## config.mk

```make
export PLATFORM = sky130hd
export DESIGN_NAME = tt_um_load_stream_flat
export DESIGN_NICKNAME = d
export VERILOG_FILES = /design/src/rtl/tt_um_load_stream_if.sv /design/src/rtl/tt_um_load_stream.sv /design/src/flat_wrapper.sv
export SDC_FILE = /design/constraint.sdc
export NUM_CORES = 1
export LEC_CHECK = 0
export ABC_AREA = 0
export BUFFER_PORTS_ARGS = -buffer_cell sky130_fd_sc_hd__buf_2
export CAP_MARGIN = 30
export CORE_UTILIZATION = 55
export CTS_CLUSTER_SIZE = 24
export DETAILED_ROUTE_END_ITERATION = 16
export GPL_TIMING_DRIVEN = 0
export PLACE_DENSITY = 0.74
export SLEW_MARGIN = 25
export SYNTH_ARGS = -nofsm -noshare
export SYNTH_HDL_FRONTEND = slang
export SYNTH_SLANG_ARGS = --single-unit
```

## constraint.sdc

```tcl
create_clock -name clk -period 5.1 [get_ports clk]
set_clock_uncertainty 0.1 [all_clocks]
set_input_delay 0.765 -clock clk [delete_from_list [all_inputs] [get_ports clk]]
set_output_delay 0.765 -clock clk [all_outputs]
set_load 0.005 [all_outputs]
```

## src/rtl/tt_um_load_stream_if.sv

```systemverilog
// Beat bus carrying bit-plane chunks from the weight source into the loader.
interface tt_um_load_stream_if #(
  parameter int BUS_W = 8
);
  logic [BUS_W-1:0] in_data;
  logic             in_valid;
  logic             in_ready;

  modport master (output in_data, output in_valid, input in_ready);
  modport slave  (input in_data, input in_valid, output in_ready);
endinterface

```

## src/rtl/tt_um_load_stream.sv

```systemverilog
// Streaming ternary weight loader: bit-plane beats build a shadow bank that is
// copied atomically into the active bank driving the MAC array.
module tt_um_load_stream #(
  parameter int MAX_IN_LEN  = 16,
  parameter int MAX_OUT_LEN = 8,
  parameter int BUS_W       = 8
) (
  input  logic                                 clk,
  input  logic                                 rst,
  input  logic                                 start,
  input  logic [$clog2(MAX_IN_LEN)-1:0]        cfg_in_last,
  input  logic [$clog2(MAX_OUT_LEN)-1:0]       cfg_out_last,
  tt_um_load_stream_if.slave                   bus,
  output logic [2*MAX_IN_LEN*MAX_OUT_LEN-1:0]  uo_weights,
  output logic                                 uo_done,
  output logic                                 uo_busy,
  output logic                                 uo_err
);
  // state  | meaning
  // IDLE   | waiting for start; active bank held
  // MSB    | collecting the sign bit-plane of column col into msb_buf
  // LSB    | pairing the magnitude plane with msb_buf, writing shadow column col
  // COMMIT | copy shadow to active and pulse uo_done
  localparam logic [1:0] S_IDLE   = 2'd0;
  localparam logic [1:0] S_MSB    = 2'd1;
  localparam logic [1:0] S_LSB    = 2'd2;
  localparam logic [1:0] S_COMMIT = 2'd3;

  localparam int NCHUNK = MAX_IN_LEN / BUS_W;
  localparam int CH_W   = (NCHUNK > 1) ? $clog2(NCHUNK) : 1;
  localparam int IN_W   = $clog2(MAX_IN_LEN);
  localparam int OUT_W  = $clog2(MAX_OUT_LEN);

  // Row r = chunk*BUS_W + j, so this nesting flattens to entry r*MAX_OUT_LEN+col.
  typedef logic [NCHUNK-1:0][BUS_W-1:0][MAX_OUT_LEN-1:0][1:0] bank_t;

  logic [1:0]                   state;
  logic [CH_W-1:0]              chunk;
  logic [OUT_W-1:0]             col;
  logic [OUT_W-1:0]             out_last_q;
  logic [IN_W-1:0]              in_last_q;
  logic [NCHUNK-1:0][BUS_W-1:0] msb_buf;
  bank_t                        shadow;
  bank_t                        active;
  logic [BUS_W-1:0][1:0]        lsb_code;
  logic                         lsb_err;
  logic                         beat;
  logic                         last_chunk;

  assign bus.in_ready = (state == S_MSB) || (state == S_LSB);
  assign beat         = bus.in_valid & bus.in_ready;
  assign last_chunk   = (chunk == CH_W'(NCHUNK - 1));
  assign uo_busy      = (state != S_IDLE);
  assign uo_weights   = active;

  always_comb begin
    lsb_code = '0;
    lsb_err  = 1'b0;
    for (int j = 0; j < BUS_W; j++) begin
      if ((int'(chunk) * BUS_W + j) > int'(in_last_q)) begin
        lsb_code[j] = 2'b00;
      end else if (msb_buf[chunk][j] && !bus.in_data[j]) begin
        lsb_code[j] = 2'b00;
        lsb_err     = 1'b1;
      end else begin
        lsb_code[j] = {msb_buf[chunk][j], bus.in_data[j]};
      end
    end
  end

  always_ff @(posedge clk) begin
    if (rst) begin
      state      <= S_IDLE;
      chunk      <= '0;
      col        <= '0;
      in_last_q  <= '0;
      out_last_q <= '0;
      msb_buf    <= '0;
      shadow     <= '0;
      active     <= '0;
      uo_done    <= 1'b0;
      uo_err     <= 1'b0;
    end else begin
      uo_done <= 1'b0;
      // start wins over everything, including a beat offered in the same cycle
      if (start) begin
        in_last_q  <= cfg_in_last;
        out_last_q <= cfg_out_last;
        col        <= '0;
        chunk      <= '0;
        uo_err     <= 1'b0;
        state      <= S_MSB;
      end else begin
        case (state)
          S_MSB: begin
            if (beat) begin
              msb_buf[chunk] <= bus.in_data;
              if (last_chunk) begin
                chunk <= '0;
                state <= S_LSB;
              end else begin
                chunk <= chunk + 1'b1;
              end
            end
          end
          S_LSB: begin
            if (beat) begin
              for (int j = 0; j < BUS_W; j++) begin
                shadow[chunk][j][col] <= lsb_code[j];
              end
              if (lsb_err) uo_err <= 1'b1;
              if (last_chunk) begin
                chunk <= '0;
                if (col == out_last_q) begin
                  state <= S_COMMIT;
                end else begin
                  col   <= col + 1'b1;
                  state <= S_MSB;
                end
              end else begin
                chunk <= chunk + 1'b1;
              end
            end
          end
          S_COMMIT: begin
            active  <= shadow;
            uo_done <= 1'b1;
            state   <= S_IDLE;
          end
          default: state <= S_IDLE;
        endcase
      end
    end
  end
endmodule

```

## src/flat_wrapper.sv

```systemverilog
// flat-port wrapper written by rule: the top's interface ports become plain ports
module tt_um_load_stream_flat 
#(
  parameter int MAX_IN_LEN  = 16,
  parameter int MAX_OUT_LEN = 8,
  parameter int BUS_W       = 8
)
  (clk, rst, start, cfg_in_last, cfg_out_last, uo_weights, uo_done, uo_busy, uo_err, bus_in_data, bus_in_valid, bus_in_ready);
  tt_um_load_stream_if #(.BUS_W(BUS_W)) bus_i ();
  input  logic clk;
  input  logic rst;
  input  logic start;
  input  logic [$clog2(MAX_IN_LEN)-1:0] cfg_in_last;
  input  logic [$clog2(MAX_OUT_LEN)-1:0] cfg_out_last;
  output logic [2*MAX_IN_LEN*MAX_OUT_LEN-1:0] uo_weights;
  output logic uo_done;
  output logic uo_busy;
  output logic uo_err;
  input wire logic [$bits(bus_i.in_data)-1:0] bus_in_data;
  input wire logic [$bits(bus_i.in_valid)-1:0] bus_in_valid;
  output wire logic [$bits(bus_i.in_ready)-1:0] bus_in_ready;
  assign bus_i.in_data = bus_in_data;
  assign bus_i.in_valid = bus_in_valid;
  assign bus_in_ready = bus_i.in_ready;
  tt_um_load_stream #(.MAX_IN_LEN(MAX_IN_LEN), .MAX_OUT_LEN(MAX_OUT_LEN), .BUS_W(BUS_W)) u_core (.clk(clk), .rst(rst), .start(start), .cfg_in_last(cfg_in_last), .cfg_out_last(cfg_out_last), .bus(bus_i), .uo_weights(uo_weights), .uo_done(uo_done), .uo_busy(uo_busy), .uo_err(uo_err));
endmodule
```

### Yosys cells after proc, flatten, opt, wreduce, memory -nomap -nowiden

Cells that the tools add are included.

* bits in registers: 543
* logic and storage cells: 404
* input bits: 19

* eq/ne operators: 12
* reductions and logical operators: 30
* order comparisons: 12
* bitwise gates (word level): 3
* add/subtract/negate cells: 9
* mux-type cells: 72

Operators with widths (number)
* 256-bit bitwise mux: 8
* 128-bit demux with 1-bit select: 8
* 32-bit by 5-bit greater-than comparator with 1-bit output: 7
* 128-bit 2-to-1 mux: 1
* 112-bit 2-to-1 mux: 1
* 96-bit 2-to-1 mux: 1
* 80-bit 2-to-1 mux: 1
* 64-bit 2-to-1 mux: 1
* 48-bit 2-to-1 mux: 1
* 2-bit 2-to-1 mux: 22
* 32-bit 2-to-1 mux: 1
* 8-bit 2-to-1 mux: 3
* 4-bit by 3-bit adder with 5-bit output (second input constant): 4
* 1-bit 2-to-1 mux: 19
* 16-bit bitwise mux: 1
* 16-bit 2-to-1 mux: 1
* 3-bit by 2-bit inequality test with 1-bit output (second input constant): 4
* 4-bit AND reduction: 3
* 4-bit by 2-bit adder with 5-bit output (second input constant): 2
* 1-bit logical AND: 10
* 3-bit AND reduction: 3
* 8-bit demux with 1-bit select: 1
* 1-bit zero test: 8
* 2-bit by 1-bit inequality test with 1-bit output (second input constant): 4
* other kinds (19): 23

### Logic depth before layout (Yosys ltp)

Gate-level depths: netlist of the first run.

* depth after elaboration: 20
* mapped depth: 10
* depth with buffers taken out: 7

### Worst setup path after synthesis of the first run

Ideal clock, no wire load.

* path type: input to register
* start point: in start
* end point: reg u_core.shadow[142] in the netlist's numbering
* library setup time: 132 ps
* buffers on the path: 4
* data arrival time: 2234 ps
* stages: 9
* slack: 2634 ps
* data required time: 4868 ps
* cells stage by stage: buf_2 > and4b_1 > buf_4 > nand3_1 > or2_2 > clkbuf_1 > clkbuf_1 > nand2_1 > a21oi_1

* longest elaborated chain between the ends: 2

RTL lines
* start: declaration: line flat_wrapper.sv:12 `input logic start;`
* 1-bit inverter (no line)
* 3-bit AND reduction (no line)
* end signal: indexed assignment: line tt_um_load_stream.sv:109 `shadow[chunk][j][col] <= lsb_code[j];`
* end: declaration: line tt_um_load_stream.sv:43 `bank_t shadow;`

Every way passes these cells.
A chain may end at the register's enable or synchronous reset.

### Worst setup path after layout of the first run

* start point: reg u_core.state[0]
* end point: reg u_core.shadow[181] in the netlist's numbering

* longest elaborated chain between the ends: 4
* elaborated cells on any way between the ends: 5
* those cells by class: 2 x eq/ne; 1 x bitwise; 2 x reduce/logical

RTL lines
* start: declaration: line tt_um_load_stream.sv:37 `logic [1:0] state;`
* start signal: assignment: line tt_um_load_stream.sv:73 `state <= S_IDLE;`
* start signal: assignment: line tt_um_load_stream.sv:92 `state <= S_MSB;`
* start signal: assignment: line tt_um_load_stream.sv:100 `state <= S_LSB;`
* 2-bit by 1-bit equality test with 1-bit output or 2-bit equality test (tied branches): line tt_um_load_stream.sv:50, tt_um_load_stream.sv:94
* 1-bit logical OR: line tt_um_load_stream.sv:50 `assign bus.in_ready = (state == S_MSB) || (state == S_LSB);`
* 1-bit AND: line tt_um_load_stream.sv:51 `assign beat = bus.in_valid & bus.in_ready;`
* 3-bit AND reduction (no line) (*)

Every way passes the cells marked *; elsewhere a longest branch is shown, timed or not.

==> impl_metrics.tcl, run 1 <==
set metrics [dict create \
    cts.path.max_buffers 3 \
    hold_ws_ns 0.3387 \
    fillers 2987 \
    final_common_cell "nand2_1" \
    setup_viol 0 \
    rows 68 \
    power.total_w 0.008502 \
    crit_arrival_ns 3.64 \
    yosysSeqAreaShare 0.5592 \
    worstPathRequired_ns 5.51 \
    post-route-period-util 0.6348 \
    grt_use_total 0.3707 \
    antenna_found_initial 0 \
    ioPinCount 279 \
    avgSynthCellArea_sq_um 7.870 \
    power.leakage_nw 8.636 \
    synth_top_flop_cell "dfxtp_1" \
    startpoint_type "register" \
    final_nets 2833 \
    ys_seq_elements 543 \
    syn-num-nets 2495 \
    cp-startpoint "u_core.state[0]" \
    cts_hold_buf 0 \
    path_class "register to register" \
    async_reset_ff_frac 0 \
    outcome "complete, no violations" \
    drtIter0Drc 1787 \
    clkTransAtPathRegs_ns 0.06 \
    ant_nets 0 \
    final_cell_mix "nand2_1 (895), dfxtp_1 (543), a21oi_1 (512)" \
    max_freq_mhz 308.9 \
    worstHoldPathType "primary input to register" \
    timing.final.ws_setup_ns 1.863 \
    slew_headroom 0.2782 \
    worstMarginPinSlew_ns 1.083 \
    port_buffers 276 \
    fin_crit_ns 3.237 \
    rsz0062_at_grt "no" \
    powerDensity_nw_per_um2 365.6 \
    gp_congestion 0.9417 \
    cts_setup_buffers 0 \
    ys.warnings.count 0 \
    grt_pass1_vias 17260 \
    worstHoldStart "cfg_in_last[2]" \
    cts_sinks 543 \
    core_sq_um 34630 \
    die_area_sq_um 36100 \
    crit_path_end_kind "register" \
    wl_per_cell_um 20.58 \
    setup_tns_ns 0 \
    r2r-start "u_core.state[0]" \
    drt_pre_antenna_iters 6 \
    fp.dieW_um 190.0 \
    die_h_um 190.0 \
    pre_cts_ws_ns 1.740 \
    dp_hpwl_um 48190 \
    vias 18710 \
    crit_fanout 10 \
    vias_per_cell 5.661 \
    synth_edf_count 0 \
    cts-root-buf "clkbuf_16" \
    vdd_ir_drop_max_mv 0.3009 \
    postSynthCellCount 2470 \
    clk_latency_ns 0.58 \
    hold_violations 0 \
    cts_resized 0 \
    maxSlewViolCount 0 \
    netlist_area_sq_um 19440 \
    maxCapViolCount 0 \
    grt_pass1_wl_um 100600 \
    grt.overflow.total 0 \
    syn_to_final_growth_pct 19.63 \
    drc_errors 0 \
    diodes 0 \
    synth_cell_types 54 \
    numCtsBuffers 52 \
    cts_tree "yes" \
    initial_core_util 0.5614 \
    drt-total-wl_um 68030 \
    final_layout_size_suffix_gt1_frac 0.1421 \
    grt_max_degree 15 \
    htreeDepth 2 \
]
## cell families after synthesis
family	Yosys count	share of synthesized area
multiplexers	40	0.02066
XOR/XNOR	6	0.002703
AND/OR/NAND/NOR	1134	0.2312
adder cells (fa/ha/maj)	6	0.003862
buffers and inverters	205	0.04093
flip-flops	543	0.5592
AO/OA/AOI/OAI	536	0.1415
## registers in the layout (all words and copies together), names as in the netlist, 2 cells and up
name,cells
u_core.col,3
u_core.in_last_q,4
u_core.msb_buf,16
u_core.out_last_q,3
u_core.shadow,256
u_core.state,2
u_core.uo_weights,256
## worst max-delay path: stages, from the launching register on
cell and delay [ns]:
dfxtp_1 0.37, inv_1 0.09, ha_1 0.37, and4b_1 0.25
nand2_1 0.29, or3_1 0.16, clkbuf_1 0.65, clkbuf_1 0.57
nand2_1 0.15, a21oi_1 0.16
## per-layer routing
metal | vias to the layer above | routed length (um) | global-route usage
li1 | 8690 | - | -
met1 | 8746 | 26570 | 0.4742
met2 | 1040 | 30720 | 0.5880
met3 | 232 | 6769 | 0.06881
met4 | 0 | 3962 | 0.2112
met5 | - | 0 | 0
## synth_stat cells, types with 3 or more instances
library cell,count,area [sq um]
nor3b_1,3,22.52
o21ai_0,4,20.02
a21oi_1,512,2562
nand4b_1,3,26.28
nor3_2,4,40.04
xnor2_1,4,35.03
nand3_1,4,20.02
nand4_1,4,25.02
nand2_1,895,3359
inv_1,8,30.03
buf_2,18,90.09
clkbuf_1,173,649.4
o211ai_1,5,37.54
or3_1,5,31.28
dfxtp_1,543,10870
nor2b_1,6,37.54
buf_1,5,18.77
mux2i_1,39,390.4
ha_1,6,75.07
and3_1,4,25.02
nand2b_1,6,37.54
nor3_1,33,165.2
nor2_1,152,570.6
## worst paths after layout
path | slack (ns) | endpoint | depth (start not counted)
max | 1.86 | u_core.shadow[181] | 9
min | 0.34 | u_core.in_last_q[2] | 3
max reg2reg | 1.86 | u_core.shadow[181] | 9
min reg2reg | 0.35 | u_core.uo_weights[145] | 2
## stage by stage
stage                     area, sq um    util  instances
after CTS                       23240  0.6711       3303
after global placement          21390  0.6177       3201
after global routing            23260  0.6716       3305
after floorplan                 19440       -       2470
after detailed placement        21450  0.6195       3207
final                           23260  0.6716       3305
## layout make-up
type / count / area [sq um] / area share
Sequential cell: 543 / 10870 / 0.4674
Multi-Input combinational cell: 1722 / 7792 / 0.3351
Clock buffer: 72 / 1498 / 0.06440
Timing Repair Buffer: 284 / 1443 / 0.06203
Buffer: 197 / 765.7 / 0.03293
Tap cell: 455 / 569.3 / 0.02448
Clock inverter: 24 / 287.8 / 0.01237
Inverter: 8 / 30.03 / 0.001291
## power breakdown
part / leakage, nW / switching (W) / total [W] / internal [W]
clock: 0.893 / 0.00167 / 0.00403 / 0.00236
sequential: 4.37 / 0.00000334 / 0.00425 / 0.00424
combinational: 3.37 / 0.000183 / 0.000229 / 0.0000452
No activity file was read; power rests on OpenSTA's default activity.
==> inputs of run 2 (changes only) <==
--- a/config.mk
+++ b/config.mk
@@ -8,11 +8,11 @@
 export ABC_AREA = 0
 export BUFFER_PORTS_ARGS = -buffer_cell sky130_fd_sc_hd__buf_2
 export CAP_MARGIN = 30
-export CORE_UTILIZATION = 55
+export CORE_UTILIZATION = 51
 export CTS_CLUSTER_SIZE = 24
 export DETAILED_ROUTE_END_ITERATION = 16
 export GPL_TIMING_DRIVEN = 0
-export PLACE_DENSITY = 0.74
+export PLACE_DENSITY = 0.72
 export SLEW_MARGIN = 25
 export SYNTH_ARGS = -nofsm -noshare
 export SYNTH_HDL_FRONTEND = slang
==> constraint.sdc (replaced) <==
create_clock -name clk -period 2.85 [get_ports clk]
set_clock_uncertainty 0.1 [all_clocks]
set_input_delay 0.4275 -clock clk [delete_from_list [all_inputs] [get_ports clk]]
set_output_delay 0.4275 -clock clk [all_outputs]
set_load 0.005 [all_outputs]
==> impl_metrics.tcl, run 2 (synthesized netlist as in run 1, its figures left out) <==
set metrics [dict create \
    r2r_slack_ns 0.05 \
    finalNonFillerCells 3364 \
    ioPinCount 279 \
    placed_cell_area_sq_um 21500 \
    hold_violations 0 \
    htreeDepth 2 \
    initial_core_util 0.5173 \
    cts.path.max_buffers 3 \
    diodes 0 \
    reg2reg_to "u_core.shadow[229]" \
    vdd_ir_drop_max_mv 0.4274 \
    final_common_cell "nand2_1" \
    cp_slowest_cell "nor3_4" \
    drt-total-wl_um 68590 \
    grt_pass1_wl_um 101100 \
    die_area_sq_um 38900 \
    vias_per_cell 5.526 \
    final_nets 2836 \
    dp_cells 3259 \
    ant_nets 0 \
    worstPathRequired_ns 3.26 \
    powerDensity_nw_per_um2 648.1 \
    setup_tns_ns 0 \
    path_class "register to register" \
    power.leakage_nw 8.737 \
    final_cell_mix "nand2_1 (895), dfxtp_1 (543), a21oi_1 (512)" \
    crit_fanout 10 \
    max_freq_mhz 357.6 \
    grt_use_total 0.3466 \
    cp-startpoint "u_core.state[0]" \
    worstSetupEndpoint "u_core.shadow[229]" \
    maxCapViolCount 0 \
    r2r-start "u_core.state[0]" \
    crit_arrival_ns 3.21 \
    port_buffers 276 \
    vias 18590 \
    setup_viol 0 \
    drtIter0Drc 1843 \
    fp.dieW_um 197.2 \
    drc_errors 0 \
    slew_headroom 0.2768 \
    worstMarginPinSlew_ns 1.055 \
    hold_ws_ns 0.02265 \
    maxSlewViolCount 0 \
    final_layout_size_suffix_gt1_frac 0.1577 \
    outcome "complete, no violations" \
    post-route-period-util 0.9812 \
    cts-root-buf "clkbuf_16" \
    path_cells "inv_1 -> ha_1 -> and4b_1 -> nand2_1 -> nor3_4 -> buf_2 -> nand2_1 -> a21oi_1" \
    rows 71 \
    startpoint_type "register" \
    numCtsBuffers 53 \
    die_h_um 197.2 \
    dp_hpwl_um 49010 \
    post-route-util 0.6268 \
    stdcell_area_sq_um 23560 \
    cts_sinks 543 \
    antenna_found_initial 0 \
    gp_congestion 0.9397 \
    grt_pass1_vias 17230 \
    syn_to_final_growth_pct 21.17 \
    rsz0062_at_grt "no" \
    grt_max_degree 15 \
    crit_path_end_kind "register" \
    drt_pre_antenna_iters 7 \
    grt.overflow.total 0 \
    fin_crit_ns 2.796 \
    core_sq_um 37580 \
    fillers 3368 \
    clk_latency_ns 0.60 \
    crit_path_max_incr_delay_ns 0.51 \
    clkTransAtPathRegs_ns 0.06 \
    wl_per_cell_um 20.39 \
    crit_path_frequent_cell "nand2_1" \
    rr_worst_depth 8 \
    worstHoldPathType "primary input to register" \
    cts_tree "yes" \
]
-- run 2: worst min path at each step --
stage	start	to	slack [ns]	cells past startpoint
after global routing	cfg_out_last[2]	u_core.out_last_q[2]	0.01	3
final	cfg_out_last[2]	u_core.out_last_q[2]	0.02	3
after CTS	cfg_out_last[2]	u_core.out_last_q[2]	0.0001	3
after floorplan	u_core.shadow[137]	u_core.uo_weights[137]	0.33	2
after detailed placement	u_core.shadow[226]	u_core.shadow[226]	0.34	2
after global placement	u_core.shadow[118]	u_core.uo_weights[118]	0.34	2
-- run 2: report_power, final --
group	total (W)	internal [W]	switching (W)	leakage (nW)
clock	0.00725	0.00423	0.00302	0.888
sequential	0.00760	0.00760	0.00000556	4.37
combinational	0.000416	0.0000876	0.000328	3.48
-- run 2: layout make-up --
| class | instances | area, sq um | share of cell area |
|---|---|---|---|
| timing repair buffer | 290 | 1496 | 0.06353 |
| clock inverter | 18 | 216.5 | 0.009189 |
| inverter | 8 | 30.03 | 0.001275 |
| multi-input combinational | 1722 | 7899 | 0.3353 |
| buffer | 193 | 808.3 | 0.03431 |
| sequential | 543 | 10870 | 0.4615 |
| clock buffer | 79 | 1595 | 0.06773 |
| tap | 511 | 639.4 | 0.02714 |
-- run 2: timing repair --
action	in CTS	in global routing
buffers inserted	2	4
endpoints found under the setup margin	146	144
gates cloned	0	0
hold buffers	4	0
pin swaps	0	3
endpoints found under the hold margin	4	0
resized for setup	28	58
-- run 2: metal layers --
metal	wire length, um	vias to the layer above	global-route usage
li1	-	8699	-
met1	27320	8745	0.4470
met2	31280	954	0.5601
met3	6607	193	0.06232
met4	3389	0	0.1688
met5	0	-	0
-- run 2: per-stage QoR --
| stage | power [W] | setup slack (ns) |
|---|---|---|
| after floorplan | 0.007989 | 0.6192 |
| after global placement | 0.008156 | -0.4427 |
| after detailed placement | 0.008164 | -0.3847 |
| after CTS | 0.01527 | -0.1235 |
| after global routing | 0.01563 | 0.003547 |
| final | 0.01527 | 0.05351 |
-- run 2: critical path: cells and delay by family (launching register included) --
family,cells,cell delay (ns)
flops,1,0.37
compound gates,1,0.20
fa+ha+maj,1,0.38
simple gates,4,1.17
buf+inv,2,0.48
==> inputs of run 3 (changes only) <==
--- a/config.mk
+++ b/config.mk
@@ -12,6 +12,7 @@
 export CTS_CLUSTER_SIZE = 24
 export DETAILED_ROUTE_END_ITERATION = 16
 export GPL_TIMING_DRIVEN = 0
+export MAX_ROUTING_LAYER = met4
 export PLACE_DENSITY = 0.72
 export SLEW_MARGIN = 25
 export SYNTH_ARGS = -nofsm -noshare
==> impl_metrics.tcl, run 3 (synthesized netlist as in run 1, its figures left out) <==
set metrics [dict create \
    initial_core_util 0.5173 \
    outcome "complete, no violations" \
    startpoint_type "register" \
    antenna_found_initial 1 \
    fillers 3428 \
    final_nets 2837 \
    worstMarginPinSlew_ns 1.179 \
    drtIter0Drc 1952 \
    clkTransAtPathRegs_ns 0.06 \
    cts_sinks 543 \
    numCtsBuffers 53 \
    htreeDepth 2 \
    fp.dieW_um 197.2 \
    setup_tns_ns 0 \
    gp_congestion 0.9555 \
    post-route-period-util 0.9976 \
    port_buffers 276 \
    die_h_um 197.2 \
    setup_viol 0 \
    worstPathRequired_ns 3.28 \
    crit_path_end_kind "register" \
    syn_to_final_growth_pct 20.49 \
    grt_pass1_wl_um 100400 \
    slew_headroom 0.2091 \
    final_layout_size_suffix_gt1_frac 0.1547 \
    core_sq_um 37580 \
    clk_latency_ns 0.61 \
    power.leakage_nw 8.686 \
    crit_arrival_ns 3.28 \
    maxCapViolCount 0 \
    grt.overflow.total 0 \
    drt-total-wl_um 69040 \
    rows 71 \
    cts.path.max_buffers 3 \
    power.total_w 0.01486 \
    grt_max_degree 14 \
    path_class "register to register" \
    maxSlewViolCount 0 \
    rsz0062_at_grt "yes" \
    fin_crit_ns 2.843 \
    final_cell_mix "nand2_1 (895), dfxtp_1 (543), a21oi_1 (512)" \
    vias 18780 \
    ant_nets 0 \
    cts_tree "yes" \
    cts-root-buf "clkbuf_16" \
    vias_per_cell 5.583 \
    worstHoldPathType "primary input to register" \
    ioPinCount 279 \
    hold_violations 0 \
    dp_hpwl_um 49110 \
    grt_pass1_vias 17100 \
    vdd_ir_drop_max_mv 0.4714 \
    drt_pre_antenna_iters 6 \
    crit_fanout 10 \
    wl_per_cell_um 20.53 \
    powerDensity_nw_per_um2 634.4 \
    drc_errors 0 \
    grt_use_total 0.3560 \
    max_freq_mhz 351.7 \
    final_common_cell "nand2_1" \
    die_area_sq_um 38900 \
]
run 3: per-layer routing:
layer	wire, um	GRT usage
met3	6136	0.05600
met2	31650	0.5587
met4	3389	0.1771
met1	27860	0.4463
met5	0	-
run 3: worst paths after layout:
kind         slack (ns)  cells after the start                   start                     end
min reg2reg        0.35                      2  u_core.uo_weights[252]  u_core.uo_weights[252]
max reg2reg       0.007                      8         u_core.state[0]      u_core.shadow[117]
min                0.02                      3         cfg_out_last[1]    u_core.out_last_q[1]
max               0.007                      8         u_core.state[0]      u_core.shadow[117]
run 3: metrics by stage:
| stage | util | hold WS [ns] | area (sq um) | setup WS [ns] | std cells |
|---|---|---|---|---|---|
| floorplan | - | 0.3315 | 19440 | 0.6192 | 2470 |
| global placement | 0.5711 | 0.3369 | 21460 | -0.4699 | 3257 |
| CTS | 0.6195 | 0.0004603 | 23280 | -0.1246 | 3356 |
| detailed placement | 0.5720 | 0.3435 | 21490 | -0.3705 | 3259 |
| global route | 0.6232 | 0.02322 | 23420 | -0.02751 | 3361 |
| finish | 0.6233 | 0.01903 | 23420 | 0.006896 | 3363 |
run 3: final cells by class:
type	instances	area [sq um]	area share
flip-flops and latches	543	10870	0.4641
clock buffers	80	1569	0.06698
well taps	511	639.4	0.02730
repair buffers	291	1511	0.06453
inverters	8	30.03	0.001282
plain buffers	193	799.5	0.03413
multi-input cells	1722	7891	0.3369
clock inverters	13	107.6	0.004594
diodes	2	5.005	0.0002137
run 3: worst max-delay path, stage by stage (launching register included):
cell and delay [ns]:
dfxtp_1 0.37, inv_1 0.10, ha_1 0.38, and4b_1 0.31, nand2b_2 0.20, nor3_4 0.47, clkbuf_2 0.54, nand2_1 0.12
a21oi_1 0.17
run 3: timing repair:
action | 4_1_cts | 5_1_grt
hold buffers | 4 | 0
endpoints found under the setup margin | 137 | 171
gates resized for setup | 26 | 51
pin swaps | 1 | 5
hold endpoints to repair | 4 | 0
buffers inserted | 2 | 6
run 3: power by group:
group / internal [W] / switching, W / total (W)
registers: 0.00760 / 0.00000574 / 0.00760
logic: 0.0000841 / 0.000335 / 0.000419
clock network: 0.00388 / 0.00296 / 0.00684
total: 0.0116 / 0.00330 / 0.0149
